===== src/rtl/gauss_dataflow_sched.sv =====
// gauss_dataflow_sched
// Start/done scheduler for the filtr_Gauss dataflow chain
// (AXIvideo2Mat -> rozmycie -> Mat2AXIvideo). Per-stage start-token counters
// turn the top-level ap_ctrl_hs handshake into per-process ap_start, and a
// small FSM implements a graceful stop/drain.
// Optional stall watchdog: define GAUSS_SCHED_STALL_MON_EN to build it.
module gauss_dataflow_sched #(
    parameter int PROC_NUM    = 3,
    parameter int TOKEN_DEPTH = 2,
    parameter int FRAME_CNT_W = 16,
    parameter int STALL_LIMIT = 4096
) (
    input  logic                   clock,
    input  logic                   reset,
    input  logic                   ap_start,
    output logic                   ap_ready,
    output logic                   ap_done,
    output logic                   ap_idle,
    input  logic                   stop_req,
    output logic                   stopped,
    output logic [PROC_NUM-1:0]    proc_start,
    input  logic [PROC_NUM-1:0]    proc_ready,
    input  logic [PROC_NUM-1:0]    proc_done,
    input  logic [PROC_NUM-1:0]    proc_idle,
    output logic [FRAME_CNT_W-1:0] frames_done,
    output logic                   stall_detect,
    output logic [PROC_NUM-1:0]    stall_origin
);

    typedef enum logic [1:0] {
        ST_IDLE,
        ST_RUN,
        ST_DRAIN,
        ST_STOPPED
    } state_t;

    localparam logic [3:0] TOK_MAX = 4'(TOKEN_DEPTH);

    state_t                 state_q, state_d;
    logic [3:0]             tok_q [1:PROC_NUM-1];
    logic [3:0]             tok_d [1:PROC_NUM-1];
    logic [7:0]             in_flight_q, in_flight_d;
    logic                   ap_done_q, ap_done_d;
    logic [FRAME_CNT_W-1:0] frames_q, frames_d;

    logic [PROC_NUM-1:0]    room;
    logic [PROC_NUM-1:0]    acc;
    logic                   launch_en;
    logic                   tok_empty_d;

    // Start generation: a stage may start only if it holds a token and the
    // next stage still has room to queue the token it will hand on.
    always_comb begin
        // NOTE: every signal written here gets a default first so no path leaves it unassigned and a latch cannot be inferred.
        room       = '1;
        proc_start = '0;
        for (int i = 0; i < PROC_NUM - 1; i++) begin
            room[i] = (tok_q[i+1] < TOK_MAX);
        end
        launch_en     = (state_q == ST_RUN) || (state_q == ST_IDLE);
        proc_start[0] = launch_en & ap_start & room[0];
        for (int i = 1; i < PROC_NUM; i++) begin
            proc_start[i] = (tok_q[i] != 4'd0) & room[i];
        end
        acc = proc_start & proc_ready;
    end

    // Token, in-flight and frame bookkeeping for the next cycle.
    always_comb begin
        tok_empty_d = 1'b1;
        for (int i = 1; i < PROC_NUM; i++) begin
            tok_d[i] = tok_q[i] + {3'b000, acc[i-1]} - {3'b000, acc[i]};
            if (tok_d[i] != 4'd0) begin
                tok_empty_d = 1'b0;
            end
        end
        in_flight_d = in_flight_q + {7'd0, acc[0]} - {7'd0, ap_done_q};
        ap_done_d   = proc_done[PROC_NUM-1];
        frames_d    = frames_q + FRAME_CNT_W'(ap_done_q);
    end

    // Run/stop FSM: next-state decode.
    always_comb begin
        state_d = state_q;
        case (state_q)
            ST_IDLE: begin
                // A frame accepted together with stop_req still has to finish.
                if (acc[0]) begin
                    state_d = stop_req ? ST_DRAIN : ST_RUN;
                end else if (stop_req) begin
                    state_d = ST_STOPPED;
                end
            end
            ST_RUN: begin
                if (stop_req) begin
                    state_d = ST_DRAIN;
                end else if (in_flight_d == 8'd0) begin
                    state_d = ST_IDLE;
                end
            end
            ST_DRAIN: begin
                if ((in_flight_d == 8'd0) && tok_empty_d) begin
                    state_d = ST_STOPPED;
                end
            end
            ST_STOPPED: begin
                if (!stop_req) begin
                    state_d = ST_IDLE;
                end
            end
            default: state_d = ST_IDLE;
        endcase
    end

    // State registers; reset discards every pending token and frame.
    always_ff @(posedge clock or negedge reset) begin
        if (!reset) begin
            state_q     <= ST_IDLE;
            in_flight_q <= '0;
            ap_done_q   <= 1'b0;
            frames_q    <= '0;
            for (int i = 1; i < PROC_NUM; i++) begin
                tok_q[i] <= '0;
            end
        end else begin
            // NOTE: non-blocking assignments so every flop samples the pre-edge values regardless of statement order.
            state_q     <= state_d;
            in_flight_q <= in_flight_d;
            ap_done_q   <= ap_done_d;
            frames_q    <= frames_d;
            for (int i = 1; i < PROC_NUM; i++) begin
                tok_q[i] <= tok_d[i];
            end
        end
    end

    assign ap_ready    = acc[0];
    assign ap_done     = ap_done_q;
    assign stopped     = (state_q == ST_STOPPED);
    assign frames_done = frames_q;
    assign ap_idle     = (in_flight_q == 8'd0) & (&proc_idle) & ~(|proc_start);

`ifdef GAUSS_SCHED_STALL_MON_EN
    localparam int WD_W = $clog2(STALL_LIMIT + 1);

    logic [WD_W-1:0]     wd_cnt_q, wd_cnt_d;
    logic                stall_q, stall_d;
    logic [PROC_NUM-1:0] origin_q, origin_d;

    // Watchdog: count cycles with frames in flight and no handshake at all;
    // the first trip latches which stages were waiting on a ready.
    always_comb begin
        wd_cnt_d = wd_cnt_q;
        stall_d  = stall_q;
        origin_d = origin_q;
        if ((|acc) || (|proc_done) || (in_flight_q == 8'd0)) begin
            wd_cnt_d = '0;
        end else if (wd_cnt_q != WD_W'(STALL_LIMIT)) begin
            wd_cnt_d = wd_cnt_q + 1'b1;
            if ((wd_cnt_d == WD_W'(STALL_LIMIT)) && !stall_q) begin
                stall_d  = 1'b1;
                origin_d = proc_start & ~proc_ready;
            end
        end
    end

    // Watchdog registers; the flags stay sticky until reset.
    always_ff @(posedge clock or negedge reset) begin
        if (!reset) begin
            wd_cnt_q <= '0;
            stall_q  <= 1'b0;
            origin_q <= '0;
        end else begin
            wd_cnt_q <= wd_cnt_d;
            stall_q  <= stall_d;
            origin_q <= origin_d;
        end
    end

    assign stall_detect = stall_q;
    assign stall_origin = origin_q;
`else
    assign stall_detect = 1'b0;
    assign stall_origin = '0;
`endif

endmodule

===== config.mk =====
export PLATFORM = sky130hd
export DESIGN_NAME = gauss_dataflow_sched
export DESIGN_NICKNAME = d
export VERILOG_FILES = /design/src/rtl/gauss_dataflow_sched.sv
export SDC_FILE = /design/constraint.sdc
export NUM_CORES = 1
export LEC_CHECK = 0
export CORE_ASPECT_RATIO = 1.1
export CORE_UTILIZATION = 47
export DETAILED_ROUTE_END_ITERATION = 12
export PLACE_DENSITY = 0.85
export REMOVE_ABC_BUFFERS = 1
export SETUP_SLACK_MARGIN = 0.1
export SLEW_MARGIN = 30
export SYNTH_ARGS = -nofsm -noshare
export SYNTH_HDL_FRONTEND = slang
export SYNTH_SLANG_ARGS = --single-unit

===== constraint.sdc =====
create_clock -name clock -period 3.2 [get_ports clock]
set_clock_uncertainty 0.05 [all_clocks]
set_input_delay 0.32 -clock clock [delete_from_list [all_inputs] [get_ports clock]]
set_output_delay 0.32 -clock clock [all_outputs]
set_load 0.05 [all_outputs]

# Yosys cells after proc, flatten, opt, wreduce, memory -nomap -nowiden
# Index checks and enable logic that the tools add are counted.
# totals
input_bits	13
regBits	35
# op_classes
n_reduce_logical	12
order_cmp	2
n_eq_ne	7
n_addsub	7
mux	10
bitwise	7
# ops
operator	count
adder 16 x 1 -> 16 bit	1
logical NOT 8 bit	2
nonzero test 4 bit	4
2-to-1 mux 2 bit	7
adder 4 x 1 -> 4 bit	2
adder 8 x 1 -> 8 bit	1
less-than comparator 4 x 2 -> 1 bit, second input constant	2
case mux 2 bit (4 select lines)	1
subtractor 4 x 1 -> 4 bit	2
subtractor 8 x 1 -> 8 bit	1
bitwise AND 1 bit	5
equality test 2 bit, second input constant	2
inequality test 2 bit, second input constant	2
AND reduction 4 bit	1
bitwise AND 3 bit	1
inequality test 3 x 2 -> 1 bit, second input constant	1
inequality test 3 bit, second input constant	1
AND reduction 3 bit	1
OR reduction 3 bit	1
equality test 2 x 1 -> 1 bit, second input constant	1
logical NOT 2 bit	1
2-to-1 mux 1 bit	2
logical AND 1 bit	1
logical OR 1 bit	1
inverter 1 bit	1

# Longest topological paths before layout
# Gate-level depths: netlist of the first run.
# logic_depth
depth_word	13
depth_mapped	16
mapped_depth_nobuf	16

# Worst setup path before layout of the first run
# OpenSTA, ideal clock, no wires.
# synth_timing
path_type	register -> register
from	register tok_q[6] in the netlist's numbering
to	register state_q[0]
stages_incl_launch_ff	14
synth_period_minus_slack_ns	3.440
arrival_time_ns	3.287
required_ns	3.046
path_slack_ns	-0.240
cell_sequence	dfrtp_1 > inv_1 > ha_1 > and4bb_2 > nand2_1 > inv_1 > xnor2_1 > ha_1 > fa_1 > or4_1 > nor4_1 > nor3b_1 > a31oi_1 > o41ai_2
# synth_lines
item	line_no	rtl
from (decl)	40	logic [3:0] tok_q [1:PROC_NUM-1];
from (signal, indexed assignment)	132	tok_q[i] <= tok_d[i];
to (signal assigned)	127	state_q <= state_d;
to (decl)	39	state_t state_q, state_d;

==> results by stage, run 1 <==
Run status:
- The run finished with clean final reports.

Power:
- The largest vdd supply drop is 0.459 mV.
- Power spread over the standard cell area amounts to 1090 nW/um^2.
- The total net switching power is 1.36 mW.
- The switching part of the total is 44.0%.
- Internal power comes to 1.73 mW.
- Of the total power, the clock network draws 10.1%.
- The power share of the sequential group is 24.1%.
- The static leakage is 1.34 nW.
- Combinational logic is responsible for 65.8% of the overall power.

Placement:
- Prior to clock tree synthesis, the placed netlist has a worst setup slack of -95.3 ps.
- The number of buffer cells added on primary ports is 33.
- The post-detailed-placement half-perimeter wirelength is 3180 um.
- The last weighted congestion value of the routability-driven placer is 0.803.
- The post-place instance area is 2570 sq um.
- The number of placed cells counting well taps is 297.

Hold path:
- The class of the most critical hold timing path is input port to async pin.

Critical path:
- The worst setup path is captured at a flip-flop.
- The cell that appears most often on the critical path is inv_2.
- The number of buffers and inverters on the critical path is 3.
- The critical path data arrival time is 3240 ps.
- Along the worst path, the maximum fanout reaches 2.
- The largest individual stage delay along the critical path comes from the cell or4_4.
- STA classifies the critical path startpoint as a flip-flop.
- The endpoint required time on the critical path is 3340 ps.
- The critical path goes through inv_2 > ha_4 > inv_2 > o311a_1 > nand2_2 > buf_6 > xnor2_2 > ha_2 > fa_1 > or4_4 > nor4_2 > nor3b_2 > a31oi_1 > o41ai_2.
- The worst setup path is of the flip-flop to flip-flop kind.
- The critical path launch point is tok_q[6]$_DFF_PN0_.
- The family with the most delay on the worst path is simple AND/OR/NAND/NOR gates.
- The largest stage delay on the critical path is 550 ps.
- The source of the worst register-to-register timing path is tok_q[6]$_DFF_PN0_.

Clock tree:
- The cts-stage hold buffer count is 0.
- After clock tree synthesis, the clock-pin slew on the worst setup and hold paths is 70 ps.
- The number of clock buffers inserted by TritonCTS is 5.
- For this design, the sink count on the clock tree is 35.
- The master cell of the clock root buffer is clkbuf_8.
- The clock passes through at most 2 buffers.
- The H-tree was split into 2 levels.
- TritonCTS built the clock tree.
- Clock latency on the worst-skew pair, taken at its later pin, is 290 ps.

Global route:
- The via count of the first global-routing pass is 1631.
- Global routing consumed, over all layers together, 21.0% of the routing resources.
- Entering global routing, the biggest net connects 36 pins.
- The aggregate global routing overflow is 0.
- The first global-routing pass estimated 7360 um of wire.
- The number of antenna violations at the first check in global routing is 0.

Detailed routing:
- The detailed router placed 1644 vias in this run.
- The average via count per standard cell is 5.20.
- The post-route antenna net violation count is 0.
- The detailed router finished its first iteration with 42 violations.
- The number of detailed-routing iterations run before antenna repair is 4.
- Dividing the detail-routed wire length by the instance count gives 14.5 um.
- The routed wire length is 4580 um.
- The DRC violations left is 0.

Die:
- The initial core utilization is 49.0%.
- After floorplanning, the core was divided into 25 placement rows.
- From bottom edge to top edge, the die measures 72.1 um.
- The floorplan step defined a core boundary enclosing 4290 sq um.
- The die covers 4740 sq um.
- The number of top-level pins is 40.
- The floorplan step set the die width to 65.7 um.

Yosys:
- After Yosys synthesis, and, or, nand and nor cells account for 17.2% of the synthesized area.
- Averaged over all synthesized cells, the footprint is 10.6 sq um.
- The share of flip-flops with an asynchronous set or reset after synthesis is 100%.
- The cell type with the highest aggregate area in the netlist is dfrtp_1.
- The proportion of synthesized chip area in sequential cells is 41.7%.
- The netlist uses 48 different library cells.
- After technology mapping, the gate count stands at 199.
- For this run, the number of Yosys warnings is 0.
- Summing the areas of all compound-gate instances in the mapped netlist gives 9.89% of the synthesized area.
- The adder and majority cell fraction of the synthesized area is 15.4%.
- The most used flip-flop cell after synthesis is dfrtp_1.
- The post-synthesis share of cell area spent on xor and xnor gates is 9.59%.
- The netlist area before placement is 2100 sq um.
- Synthesis inferred 35 register bits.
- Yosys mapped a number of flops with a built-in enable equal to 0.
- The top cell type by area accounts for 41.7% of the synthesized area.
- The main combinational cell family by area after synthesis is simple AND/OR/NAND/NOR gates.
- After synthesis, the cell types taking the most area are dfrtp_1 42%, ha_1 13%, xnor2_1 7.1%.
- After synthesis, the share of cell area in mux cells is 0%.

Layout:
- Of the cells placed in the final design, the portion with a size suffix greater than 1 is 21.8%.
- The number of fillers in the final layout is 334.
- Once layout is complete, the cells apart from fillers number 316.
- The area growth from synthesis to layout is 34.5%.
- Once layout is done, the placed cells without fillers occupy 2820 sq um.
- At the end of the flow, the number of nets in the layout was 298.
- The number of inserted diodes is 0.

STA:
- Setup repair after global routing could not meet its margin everywhere.
- The final critical-path share of the clock period is 96.7%.
- The worst-case hold slack is 395 ps.
- Setup total negative slack on the finished layout was measured at 0 ps.
- The count of endpoints failing setup in the final report is 0.
- The worst path in the final design needs a cycle of 3100 ps, including I/O delays and setup.
- The number of failing hold endpoints at the final stage is 0.
- Setup slack on the critical path of the routed design comes to 105 ps.
- The final count of pins violating max slew is 0.
- The slew at the pin with the worst max-slew slack is 509 ps.
- The headroom to the max-slew limit is 66.0%.
- Timing would allow up to 323 MHz.

Run:
- Max-cap violations in this run came to 0.
-- cell usage after synthesis, drive strengths merged, types with 2 or more instances --
master  count
nor2b       2
fa          3
dfrtp      35
o211a       2
o21ai       3
or4         2
a21o        3
nor3b       3
xor2        6
nor4        2
a21oi       5
nand3       9
nor4b       2
and2        3
nand2      11
nand2b      3
xnor2      17
and3        5
buf         4
nor2        8
or2b        2
ha         21
inv        26
-- stage by stage --
stage,util [%],power [mW]
global route,65.9,3.31
detailed placement,59.9,2.43
CTS,65.1,3.01
floorplan,-,1.96
global placement,59.9,2.35
finish,65.9,3.09
-- placed cells by master (no fill, tap or decap), types with 3 or more instances in the layout --
master and count:
buf_4 21, clkdlybuf4s50_1 33, clkbuf_8 5, nand2_1 9
a21oi_1 5, nor2_1 8, nand3_1 9, and3_1 4
dfrtp_1 35, conb_1 4, a21o_1 3, inv_1 20
and2_1 3, ha_4 3, nand2b_1 3, fa_1 3
xnor2_1 15, o21ai_0 3, inv_2 6, ha_1 17
xor2_1 6
-- layout make-up --
cell class	count	area, sq um	area share (%)
multi-input combinational	137	1190	42.0
sequential	35	876	31.0
timing repair buffer	56	510	18.1
inverter	26	97.6	3.46
clock buffer	6	72.6	2.57
tap	54	67.6	2.39
clock inverter	2	12.5	0.443
-- state kept, by name, summed over array words and instances, names as in the netlist --
signal / cells
in_flight_q: 8
ap_done: 1
state_q: 2
tok_q: 8
frames_done: 16
-- metal layers --
layer | share of wire, % | routed length [um] | global-route usage [%] | vias up
met5 | 0 | 0 | 0 | -
li1 | - | - | - | 798
met4 | 1.9 | 88 | 9.42 | 0
met1 | 42 | 1910 | 23.9 | 812
met2 | 54 | 2480 | 37.4 | 28
met3 | 2.2 | 102 | 4.09 | 6
-- power groups by stage --
stage / combinational, mW / clock (mW) / sequential (mW)
final: 2.03 / 0.312 / 0.744
after CTS: 1.96 / 0.317 / 0.739
after global routing: 2.20 / 0.344 / 0.766
after floorplan: 1.10 / 0 / 0.862
after global placement: 1.62 / 0 / 0.733
after detailed placement: 1.69 / 0 / 0.739
-- kinds of logic after synthesis --
family / after synthesis
and+or+nand+nor: 61
adders and majority gates: 24
AOI/OAI and AO/OA: 25
xor gates and xnor gates: 23
DFF: 35
other: 1
buffers and inverters: 30
-- what timing repair did --
| item | CTS | global route |
|---|---|---|
| resized for setup | 14 | 8 |
| endpoints found under the setup margin | 1 | 2 |
| pin swaps | 10 | 10 |
| buffers inserted | 11 | 1 |
-- final timing paths --
kind | endpoint | slack, ps | depth (start not counted)
max in group asynchronous | frames_done[1]$_DFF_PN0_ | 2390 | 2
min | frames_done[12]$_DFF_PN0_ | 400 | 2
max | state_q[0]$_DFFE_PN0P_ | 100 | 14
min in group clock | ap_done$_DFF_PN0_ | 420 | 1
min reg2reg | frames_done[4]$_DFF_PN0_ | 440 | 1
max reg2reg | state_q[0]$_DFFE_PN0P_ | 100 | 14
-- worst reg2reg max path: stages (launching register included) --
cell and delay [ps]:
dfrtp_1 370, inv_2 80, ha_4 140, inv_2 30, o311a_1 310, nand2_2 120, buf_6 110, xnor2_2 90
ha_2 200, fa_1 450, or4_4 550, nor4_2 150, nor3b_2 190, a31oi_1 110, o41ai_2 60
(Power assumes the default switching activity.)
==> inputs of run 2 (changes only) <==
--- a/config.mk
+++ b/config.mk
@@ -5,6 +5,7 @@
 export SDC_FILE = /design/constraint.sdc
 export NUM_CORES = 1
 export LEC_CHECK = 0
+export CAP_MARGIN = 20
 export CORE_ASPECT_RATIO = 1.1
 export CORE_UTILIZATION = 47
 export DETAILED_ROUTE_END_ITERATION = 12
==> constraint.sdc (replaced) <==
create_clock -name clock -period 2.8 [get_ports clock]
set_clock_uncertainty 0.05 [all_clocks]
set_input_delay 0.28 -clock clock [delete_from_list [all_inputs] [get_ports clock]]
set_output_delay 0.28 -clock clock [all_outputs]
set_load 0.05 [all_outputs]
==> run 2 against run 1 <==
The run now ends with negative setup slack left. First-iteration DRC count is 69% higher. Sequential power is 14% higher. Cell count is 0.32% higher. Combinational power is 19% higher. Largest cell class unchanged. Highest routed layer unchanged. Hold slack worse by 41 ps. Clock power is 18% higher. Routed wire length is 7.0% higher.
==> results by stage, run 2 (synthesis results as in run 1) <==
Critical path:
- Of all nets on the critical path, the largest fanout is 2.
- The endpoint identified for the worst register-to-register timing path is state_q[0]$_DFFE_PN0P_.
- STA classifies the critical path startpoint as a flip-flop.
- The worst setup path is of the flip-flop to flip-flop kind.
- The kind of end point of the critical path is a flip-flop.
- The worst register-to-register path begins at tok_q[7]$_DFF_PN0_.
- For the worst setup path, the data required time is 2940 ps.
- The slack of the worst reg-to-reg path is -380 ps.
- The length in cells of the worst reg-to-reg path is 16.
- STA puts the critical path data arrival time at 3320 ps.

Clock tree:
- The cts-stage hold buffer count is 0.
- The clock-pin slew on the worst setup and hold paths is 80 ps.
- The clock reaches the later pin of the worst-skew pair after 290 ps.
- The tree is rooted in a clkbuf_8.
- TritonCTS built the clock tree.
- The clock passes through at most 2 buffers.
- The total number of H-tree levels is 2.
- Clock tree synthesis inserted a total of 5 buffers.
- The number of clock sinks seen by CTS is 35.

Power:
- Summed over all cells, the static leakage comes to 1.35 nW.
- Net switching is 46.2% of the power.
- The total power per unit cell area is 1270 nW/um^2.
- Sequential cells account for 23.4% of the total power.
- The largest vdd supply drop is 0.612 mV.
- Summed over all nets, the switching power comes to 1.67 mW.
- The proportion of power drawn by combinational gates is 66.5%.
- The internal portion of the total power is 1.95 mW.
- The proportion of power drawn by the clock network is 10.2%.

Run status:
- The run finished, with violations left.
- The final reports fail on negative setup slack.

Detailed routing:
- The average via count per standard cell is 5.29.
- The DRC violations left is 0.
- After detailed routing, the average wire length per cell comes to 15.5 um.
- The total via count after detailed routing is 1678.
- The number of detailed-routing iterations run before antenna repair is 4.
- For this block, the initial DRC count from the detailed router was 71.
- In this run the remaining antenna-violating nets after routing total 0.
- The routed wire length is 4900 um.

Layout:
- In the layout the commonest cells are 35 x dfrtp_1, 32 x clkdlybuf4s50_1, 25 x buf_4.
- The flip-flop count of the largest register after layout is 16.
- The net count of the finished layout is 299.
- The number of inserted diodes is 0.
- The area growth from synthesis to layout is 36.1%.
- The leading cell type in the layout, fill and taps excluded is dfrtp_1.
- The non-filler instance count after layout is 317.
- Cells with a size suffix above 1 make up 22.8% of the layout.

Die:
- The area of the die is 4740 sq um.
- From left edge to right edge, the die measures 65.7 um.
- The initial core utilization is 49.0%.
- The number of cell rows is 25.
- The placeable core area is 4290 sq um.
- The vertical extent of the die is 72.1 um.
- In this run the count of I/O pins placed on the die edge is 40.

Placement:
- The number of placed cells counting well taps is 307.
- Routability-driven placement finished with a final weighted congestion of 0.848.
- Detailed placement finished with a half-perimeter wire length of 3440 um.
- Timing analysis after detailed placement gives a worst setup slack of -516 ps.
- The count of buffers added on input and output ports is 33.

Run:
- Max-cap violations in this run came to 0.

STA:
- For the pin with the worst max-slew slack, the measured transition is 499 ps.
- The count of endpoints failing setup in the final report is 1.
- The headroom to the max-slew limit is 66.6%.
- Setup repair after global routing could not meet its margin everywhere.
- The worst path in the final design needs a cycle of 3180 ps, including I/O delays and setup.
- The final count of pins violating max slew is 0.
- In the post-route analysis, the smallest setup slack over all paths is -377 ps.
- Timing would allow up to 315 MHz.
- The number of failing hold endpoints at the final stage came to 0.
- The final critical-path share of the clock period is 113%.

Global route:
- The via count of the first global-routing pass was 1682.
- The number of antenna violations at the first check in global routing was 0.
- After global routing the overflow that remains totals 0.
- The total track usage is 20.5%.
- Entering global routing, the biggest net connects 36 pins.
- The first global-routing pass estimated 7340 um of wire.

Hold path:
- The min-delay analysis places its worst path in the category input port to async pin.
[run 2: cell types whose count changed in the layout (fill, tap and decap cells not counted), sizes merged]
cell	before	now
buf	23	25
clkbuf	6	5
clkdlybuf4s50	33	32
clkinvlp	1	2
[run 2: layer usage]
layer	track usage, %	up-vias	wire, um
li1	-	799	-
met1	22.7	830	1980
met2	38.5	38	2680
met3	3.93	11	120
met4	7.00	0	127
met5	0	-	0
[run 2: metrics by stage]
| stage | instance area (sq um) | util [%] | hold WS [ps] | TNS, ps | total power [mW] |
|---|---|---|---|---|---|
| after floorplan | 2080 | - | -65.6 | -866 | 2.24 |
| after global placement | 2640 | 61.6 | 410 | -459 | 2.86 |
| after detailed placement | 2640 | 61.6 | 415 | -537 | 2.95 |
| after CTS | 2760 | 64.5 | 370 | -390 | 3.39 |
| after global routing | 2860 | 66.7 | 377 | -484 | 3.84 |
| final | 2860 | 66.7 | 354 | -377 | 3.62 |
[run 2: worst max-delay path by stage]
stage                       start                endpoint  slack, ps  depth (start not counted)
2_1_floorplan  tok_q[6]$_DFF_PN0_  state_q[0]$_DFFE_PN0P_       -640                         13
3_3_place_gp   tok_q[6]$_DFF_PN0_  state_q[0]$_DFFE_PN0P_       -460                         16
3_5_place_dp   tok_q[6]$_DFF_PN0_  state_q[0]$_DFFE_PN0P_       -520                         16
4_1_cts        tok_q[6]$_DFF_PN0_  state_q[0]$_DFFE_PN0P_       -390                         16
5_1_grt        tok_q[7]$_DFF_PN0_  state_q[0]$_DFFE_PN0P_       -480                         16
6_report       tok_q[7]$_DFF_PN0_  state_q[0]$_DFFE_PN0P_       -380                         16
[run 2: timing repair]
action	in CTS	in global routing
resized for setup	9	15
pin swaps	7	10
endpoints found under the setup margin	2	3
buffers inserted	1	1
gates cloned	0	0
[run 2: layout make-up]
type / count / area, sq um
clock buffer: 5 / 68.8
clock inverter: 3 / 20.0
fill: 319 / 1430
inverter: 26 / 97.6
multi-input combinational: 137 / 1220
sequential: 35 / 876
tap: 54 / 67.6
timing repair buffer: 57 / 508
[run 2: critical path, cell delays in order (launching register included)]
cell	delay [ps]
dfrtp_1	390
inv_2	80
ha_4	140
inv_2	30
o311a_4	310
nand2_2	110
ha_4	200
inv_1	50
ha_2	170
inv_2	40
fa_1	480
inv_1	70
or4_4	440
nor4_4	150
nor3b_2	200
a31oi_1	110
o41ai_2	60
[run 2: power by group through the flow]
stage | registers (mW) | clock network, mW | logic [mW]
4_1_cts | 0.838 | 0.375 | 2.18
3_3_place_gp | 0.832 | 0 | 2.02
5_1_grt | 0.865 | 0.398 | 2.58
6_report | 0.846 | 0.368 | 2.41
3_5_place_dp | 0.842 | 0 | 2.11
2_1_floorplan | 0.985 | 0 | 1.25
